**src/rtl/sap_ctrl_pkg.sv**
```systemverilog
// Shared definitions for the SAP control path: opcodes, control-word bit map,
// the idle (nothing asserted) word and the sequencer stage codes.
package sap_ctrl_pkg;

  localparam int SAP_CTRL_W = 15;

  localparam logic [2:0] OP_HLT = 3'd0;
  localparam logic [2:0] OP_LDA = 3'd1;
  localparam logic [2:0] OP_ADD = 3'd2;
  localparam logic [2:0] OP_SUB = 3'd3;
  localparam logic [2:0] OP_STA = 3'd4;
  localparam logic [2:0] OP_OUT = 3'd5;
  localparam logic [2:0] OP_JMP = 3'd6;
  localparam logic [2:0] OP_NOP = 3'd7;

  // _N bits are active-low; everything else is active-high.
  localparam int SIG_PC_INC          = 14;
  localparam int SIG_PC_EN           = 13;
  localparam int SIG_PC_LOAD         = 12;
  localparam int SIG_MAR_ADDR_LOAD_N = 11;
  localparam int SIG_MAR_MEM_LOAD_N  = 10;
  localparam int SIG_RAM_EN_N        = 9;
  localparam int SIG_RAM_LOAD_N      = 8;
  localparam int SIG_IR_LOAD_N       = 7;
  localparam int SIG_IR_EN_N         = 6;
  localparam int SIG_A_LOAD_N        = 5;
  localparam int SIG_A_EN            = 4;
  localparam int SIG_B_EN            = 3;
  localparam int SIG_ADDER_SUB       = 2;
  localparam int SIG_B_LOAD_N        = 1;
  localparam int SIG_OUT_LOAD_N      = 0;

  localparam logic [SAP_CTRL_W-1:0] CTRL_IDLE = 15'h0FE3;

  typedef enum logic [2:0] {
    ST_T0   = 3'd0,
    ST_T1   = 3'd1,
    ST_T2   = 3'd2,
    ST_T3   = 3'd3,
    ST_T4   = 3'd4,
    ST_T5   = 3'd5,
    ST_IDLE = 3'd6,
    ST_HALT = 3'd7
  } stage_t;

  function automatic logic [SAP_CTRL_W-1:0] sig(input int idx);
    return SAP_CTRL_W'(1) << idx;
  endfunction

  // Asserting a signal always means flipping it away from its idle level.
  function automatic logic [SAP_CTRL_W-1:0] assert_sigs(input logic [SAP_CTRL_W-1:0] sigs);
    return CTRL_IDLE ^ sigs;
  endfunction

endpackage

```
**src/rtl/control_microcode_rom.sv**
```systemverilog
// Combinational microcode: (stage, opcode) -> control word, last-T-state flag
// and HLT detect. Opcodes 8 and above decode as NOP.
module control_microcode_rom
  import sap_ctrl_pkg::*;
#(
  parameter int OPCODE_W = 4
) (
  input  stage_t                  stage,
  input  logic [OPCODE_W-1:0]     opcode,
  output logic [SAP_CTRL_W-1:0]   ctrl_word,
  output logic                    last,
  output logic                    is_hlt
);

  logic [2:0] op;

  always_comb begin
    op        = ((opcode >> 3) == '0) ? opcode[2:0] : OP_NOP;
    ctrl_word = CTRL_IDLE;
    last      = 1'b0;
    is_hlt    = 1'b0;
    case (stage)
      ST_T0: ctrl_word = assert_sigs(sig(SIG_PC_EN) | sig(SIG_MAR_ADDR_LOAD_N));
      ST_T1: ctrl_word = assert_sigs(sig(SIG_PC_INC));
      ST_T2: begin
        ctrl_word = assert_sigs(sig(SIG_RAM_EN_N) | sig(SIG_IR_LOAD_N));
        last      = (op == OP_NOP);
      end
      ST_T3: begin
        case (op)
          OP_LDA, OP_ADD, OP_SUB, OP_STA:
            ctrl_word = assert_sigs(sig(SIG_IR_EN_N) | sig(SIG_MAR_ADDR_LOAD_N));
          OP_OUT: begin
            ctrl_word = assert_sigs(sig(SIG_A_EN) | sig(SIG_OUT_LOAD_N));
            last      = 1'b1;
          end
          OP_JMP: begin
            ctrl_word = assert_sigs(sig(SIG_IR_EN_N) | sig(SIG_PC_LOAD));
            last      = 1'b1;
          end
          OP_HLT: is_hlt = 1'b1;
          default: ;
        endcase
      end
      ST_T4: begin
        case (op)
          OP_LDA: begin
            ctrl_word = assert_sigs(sig(SIG_RAM_EN_N) | sig(SIG_A_LOAD_N));
            last      = 1'b1;
          end
          OP_ADD, OP_SUB:
            ctrl_word = assert_sigs(sig(SIG_RAM_EN_N) | sig(SIG_B_LOAD_N));
          OP_STA:
            ctrl_word = assert_sigs(sig(SIG_A_EN) | sig(SIG_MAR_MEM_LOAD_N));
          default: ;
        endcase
      end
      ST_T5: begin
        case (op)
          OP_ADD: begin
            ctrl_word = assert_sigs(sig(SIG_B_EN) | sig(SIG_A_LOAD_N));
            last      = 1'b1;
          end
          OP_SUB: begin
            ctrl_word = assert_sigs(sig(SIG_B_EN) | sig(SIG_A_LOAD_N) | sig(SIG_ADDER_SUB));
            last      = 1'b1;
          end
          OP_STA: begin
            ctrl_word = assert_sigs(sig(SIG_RAM_LOAD_N));
            last      = 1'b1;
          end
          default: ;
        endcase
      end
      default: ;
    endcase
  end

endmodule

```
**src/rtl/control_sequencer.sv**
```systemverilog
// SAP micro-op sequencer: stage FSM on posedge, control word registered on
// negedge, sticky HALT, run/single-step gating and a retired-instruction count.
module control_sequencer
  import sap_ctrl_pkg::*;
#(
  parameter int OPCODE_W   = 4,
  parameter int CTRL_W     = SAP_CTRL_W,
  parameter int MAX_STAGES = 6,
  parameter int CNT_W      = 16
) (
  input  logic                clk,
  input  logic                resetn,
  input  logic [OPCODE_W-1:0] opcode,
  input  logic                run,
  input  logic                step,
  output logic [CTRL_W-1:0]   ctrl,
  output logic [2:0]          stage,
  output logic                halted,
  output logic                instr_done,
  output logic [CNT_W-1:0]    instr_count
);

  localparam stage_t LAST_T = stage_t'(3'(MAX_STAGES - 1));

  stage_t                  stage_q;
  stage_t                  stage_d;
  logic                    go_r;
  logic                    in_exec;
  logic                    adv_last;
  logic [SAP_CTRL_W-1:0]   rom_word;
  logic                    rom_last;
  logic                    rom_hlt;

  control_microcode_rom #(.OPCODE_W(OPCODE_W)) u_rom (
    .stage     (stage_q),
    .opcode    (opcode),
    .ctrl_word (rom_word),
    .last      (rom_last),
    .is_hlt    (rom_hlt)
  );

  assign in_exec = (stage_q <= LAST_T);

  // go_r is run|step delayed one cycle: a step pulse advances exactly one
  // T-state, and the control word is only driven during that advancing cycle.
  always_comb begin
    stage_d  = stage_q;
    adv_last = 1'b0;
    if (stage_q == ST_HALT) begin
      stage_d = ST_HALT;
    end else if (!in_exec && stage_q != ST_IDLE) begin
      stage_d = ST_IDLE;
    end else if (go_r) begin
      if (stage_q == ST_IDLE) begin
        stage_d = ST_T0;
      end else if (rom_hlt) begin
        stage_d = ST_HALT;
      end else if (rom_last) begin
        stage_d  = ST_T0;
        adv_last = 1'b1;
      end else begin
        stage_d = stage_t'(stage_q + 3'd1);
      end
    end
  end

  always_ff @(posedge clk) begin
    if (!resetn) begin
      stage_q     <= ST_IDLE;
      go_r        <= 1'b0;
      instr_done  <= 1'b0;
      instr_count <= '0;
    end else begin
      stage_q    <= stage_d;
      go_r       <= run | step;
      instr_done <= adv_last;
      if (adv_last) instr_count <= instr_count + 1'b1;
    end
  end

  always_ff @(negedge clk) begin
    if (!resetn) ctrl <= CTRL_W'(CTRL_IDLE);
    else         ctrl <= CTRL_W'((go_r && in_exec) ? rom_word : CTRL_IDLE);
  end

  assign stage  = stage_q;
  assign halted = (stage_q == ST_HALT);

endmodule

```
**config.mk**
```make
export PLATFORM = sky130hd
export DESIGN_NAME = control_sequencer
export DESIGN_NICKNAME = d
export VERILOG_FILES = /design/src/rtl/sap_ctrl_pkg.sv /design/src/rtl/control_microcode_rom.sv /design/src/rtl/control_sequencer.sv
export SDC_FILE = /design/constraint.sdc
export NUM_CORES = 1
export LEC_CHECK = 0
export CAP_MARGIN = 20
export CELL_PAD_IN_SITES_DETAIL_PLACEMENT = 2
export CELL_PAD_IN_SITES_GLOBAL_PLACEMENT = 2
export CORE_ASPECT_RATIO = 1.75
export CORE_MARGIN = 4
export CORE_UTILIZATION = 31
export DETAILED_ROUTE_END_ITERATION = 6
export PLACE_DENSITY = 0.95
export RECOVER_POWER = 50
export SETUP_SLACK_MARGIN = 0.05
export SLEW_MARGIN = 40
export SYNTH_ARGS = -nofsm -noshare
export SYNTH_HDL_FRONTEND = slang
export SYNTH_SLANG_ARGS = --single-unit
export TNS_END_PERCENT = 5
```
**constraint.sdc**
```tcl
create_clock -name clk -period 5.37 [get_ports clk]
set_input_delay 1.074 -clock clk [delete_from_list [all_inputs] [get_ports clk]]
set_output_delay 1.074 -clock clk [all_outputs]
set_load 0.1 [all_outputs]
```
Yosys cells after proc, flatten, opt, wreduce, memory -nomap -nowiden

Cells that the tools add are included.

Multiplexer cells: 23
Bitwise logic cells: 2
Add/sub/neg operators: 2
$lt $le $gt $ge: 1
Reduce and logical (&&, ||, !) cells: 13
Equality and inequality tests: 15

Operators with widths:

| kind                                                   | number |
|---|---|
| case mux 15 bit (6 select lines)                       | 1 |
| case mux 13 bit (3 select lines)                       | 1 |
| case mux 11 bit (3 select lines)                       | 1 |
| case mux 9 bit (3 select lines)                        | 1 |
| == test 3 bit (second input constant)                  | 8 |
| adder 16 x 1 -> 16 bit (second input constant)         | 1 |
| 2-to-1 mux 1 bit                                       | 14 |
| == test 3 x 2 -> 1 bit (second input constant)         | 4 |
| 2-to-1 mux 3 bit                                       | 4 |
| == test 3 x 1 -> 1 bit (second input constant)         | 2 |
| zero test 3 bit                                        | 2 |
| OR reduction 3 bit                                     | 2 |
| zero test 4 bit                                        | 1 |
| case mux 1 bit (4 select lines)                        | 1 |
| OR reduction 2 bit                                     | 2 |
| OR reduction 4 bit                                     | 1 |
| adder 3 x 1 -> 3 bit (second input constant)           | 1 |
| less-or-equal comparator 3 bit (second input constant) | 1 |
| inequality test 3 bit (second input constant)          | 1 |
| nonzero test 3 bit                                     | 1 |
| logical AND 1 bit                                      | 2 |
| AND reduction 2 bit                                    | 1 |
| zero test 1 bit                                        | 1 |
| inverter 1 bit                                         | 1 |
| OR 1 bit                                               | 1 |

Input bits: 8
Output and inout bits: 36
Word-level logic and storage cells: 62
Register bits after elaboration: 36

Depth between registers and ports, before layout

Depth after elaboration: 12
Gate-level depth with buffers: 10
Mapped depth without buffers: 7

Modules after synthesis

Synthesis repeated with hierarchy kept, for this count alone.

Cell total of the unflattened synthesis: 206
Area, all modules: 1790.5 um^2

By module, submodules not included:

| module                | cells each | seq. area each (um^2) | instances | area each (um^2) |
|---|---|---|---|---|
| control_sequencer     | 153        | 720.7                 | 1         | 1422.6 |
| control_microcode_rom | 53         | 0.0                   | 1         | 367.9 |

==> reports/qor.yml <==
run_status:
  outcome: "finished clean"
placement:
  placed_area_um2: 2270
  gp_congestion: 0.834
  dp.cells: 336
  dpl.hpwl_um: 4810
  dp_slack_ns: 0.0434
  portBuffers: 43
synthesis:
  yosysSeqAreaShare: 0.381
  synth_top_family_by_area: "simple AND/OR/NAND/NOR gates"
  async_flop_share: 0
  synth_compound_area_frac: 0.219
  synthAdderAreaFrac: 0.0728
  synthCells: 220
  synth_xor_xnor_area_share: 0.00927
  synth_cell_types: 43
  synth_area_um2: 1890
  synth.avg_cell_area_um2: 8.59
  synth_ff_type: "dfxtp_1"
  synth_simple_gate_area_frac: 0.257
  ys_warn_count: 0
  ys_seq_elements: 36
  syn_nets: 239
  synth_mux_area_frac: 0.00596
  synth_edf_count: 0
drt:
  first_pass_iters: 4
  wl_met2_um: 3600
  via_per_inst: 5.62
  antenna_left: 0
  wl_per_cell_um: 17.5
  drt-total-wl_um: 6270
  vias: 2012
  drcViolationCount: 0
  drt-met1-wl_um: 2270
  drt_iter0_drc: 44
  route.met3.wl_um: 213
  top_layer_used: "met4"
final_layout:
  final_common_cell: "dfxtp_1"
  instances_no_fill: 358
  nets: 298
  regArea_um2: 721
  final_cell_mix: "dfxtp_1 (36), clkbuf_1 (24), inv_1 (22), buf_4 (21)"
  antenna_cells: 0
  syn_to_final_growth_pct: 25.3
  drive_gt1_frac: 0.111
  fill_cells: 721
  fin_util: 0.400
  final_area_um2: 2370
  multi_input_area_um2: 1050
power_and_ir_drop:
  cellLeakagePower_nw: 0.912
  max-vdd-ir-drop_uv: 139
  powerDensity_nw_per_um2: 356
  total_power_mw: 0.843
timing:
  maxSlewHeadroom: 0.217
  worst_pin_slew_ns: 1.18
  finalSetupViolCount: 0
  hold_ws_ns: 0.498
  rsz0062_at_grt: "no"
  drv_slew: 0
  layout_setup_ws_ns: 0.311
  timing.setup.tns_ns: 0
  hold_viol: 0
  fin_skew_ns: 0.0754
setup_path:
  crit_type: "in -> reg"
  startpoint: "opcode[2]"
  crit_path_end_kind: "flop"
  critPathMaxFanout: 11
  start_kind: "input pin"
  regToRegStartpoint: "stage[2]$_SDFFE_PP1P_"
  reg2reg_depth: 7
  worst_r2r_endpoint: "ctrl[2]$_SDFF_NN0_"
  crit_path_end: "ctrl[10]$_SDFF_NN1_"
  reg2reg_slack_ns: 0.79
  crit_required_ns: 2.90
  arrival_ns: 2.58
cts:
  post-cts-setup-buffers: 0
  cts_buffers: 5
  cts-root-buf: "clkbuf_8"
  cts_sinks: 36
  path_clk_slew_ns: 0.09
  cts_tree: "built"
  ctsHoldBuffers: 0
  clk_path_buf_depth: 2
  htree_levels: 2
  cts_resized: 0
  clkLatencyLatePin_ns: 0.36
floorplan:
  num_rows: 37
  coreArea_um2: 5930
  start_util: 0.319
  io_pins: 44
  die-area_um2: 7460
  fp.dieW_um: 67.0
  die_h_um: 111
grt:
  grt_usage: 0.179
  overflow: 0
  antenna_found_initial: 0
  grt_start_max_net_pins: 36
  grt_pass1_wl_um: 10600
  grt_pass1_vias: 2243
run:
  maxCapViolCount: 0
hold_path:
  hold_class: "reg -> reg"
## power by group
| part | internal [mW] | switching, mW | total (mW) |
|---|---|---|---|
| combinational | 0.0688 | 0.226 | 0.295 |
| sequential | 0.281 | 0.0103 | 0.291 |
| clock | 0.110 | 0.146 | 0.256 |
## registers in the layout, indices dropped and copies added, names as in the netlist
signal,count
ctrl,15
go_r,1
instr_count,16
instr_done,1
stage,3
## worst max-delay path: stages
cell           delay (ns)
dlygate4sd3_1        0.76
nor2b_1              0.35
nand2_1              0.13
a21oi_1              0.17
o21ai_0              0.09
## synth_stat cells, types with 3 or more instances
library cell	instances	area [um^2]
a21oi_1	19	95.1
a31oi_1	3	18.8
and2_1	3	18.8
and3_1	6	37.5
buf_2	5	25.0
clkbuf_1	4	15.0
dfxtp_1	36	721
ha_1	11	138
inv_1	8	30.0
nand2_1	19	71.3
nand2b_1	7	43.8
nand3_1	9	45.0
nand4_1	6	37.5
nor2_1	9	33.8
nor3_1	4	20.0
nor3b_1	3	22.5
o21ai_0	11	55.1
o311ai_1	4	35.0
o31ai_1	9	67.6
o41ai_1	4	35.0
or4_1	9	67.6
## worst min-delay path by stage
stage / depth (start not counted) / slack (ns) / start / endpoint
6_report: 2 / 0.50 / instr_count[6]$_SDFFE_PN0P_ / instr_count[6]$_SDFFE_PN0P_
5_1_grt: 2 / 0.55 / instr_count[6]$_SDFFE_PN0P_ / instr_count[6]$_SDFFE_PN0P_
4_1_cts: 2 / 0.50 / instr_count[6]$_SDFFE_PN0P_ / instr_count[6]$_SDFFE_PN0P_
3_5_place_dp: 2 / 0.49 / instr_count[6]$_SDFFE_PN0P_ / instr_count[6]$_SDFFE_PN0P_
3_3_place_gp: 2 / 0.48 / instr_count[8]$_SDFFE_PN0P_ / instr_count[8]$_SDFFE_PN0P_
2_1_floorplan: 2 / 0.52 / go_r$_SDFF_PN0_ / stage[0]$_SDFFE_PN0P_
## cells by family (layout without fill, tap and decap cells)
group,Yosys count,count (layout)
xor gates and xnor gates,2,2
adders and majority gates,11,11
AOI/OAI and AO/OA,61,61
buffers and inverters,22,82
muxes,1,1
DFF,36,36
and+or+nand+nor,87,87
## layout make-up
| class | count | area share |
|---|---|---|
| clock buffer | 5 | 0.0291 |
| sequential | 36 | 0.304 |
| multi-input combinational | 162 | 0.445 |
| timing repair buffer | 52 | 0.134 |
| inverter | 7 | 0.0111 |
| tap | 78 | 0.0412 |
| clock inverter | 18 | 0.0349 |
## layer usage
layer,vias to the layer above,global-route usage
met1,1007,0.179
met5,-,0
met3,14,0.0325
met4,0,0.0813
met2,52,0.337
li1,939,-
Note: power is estimated with default switching activity, not from simulation.
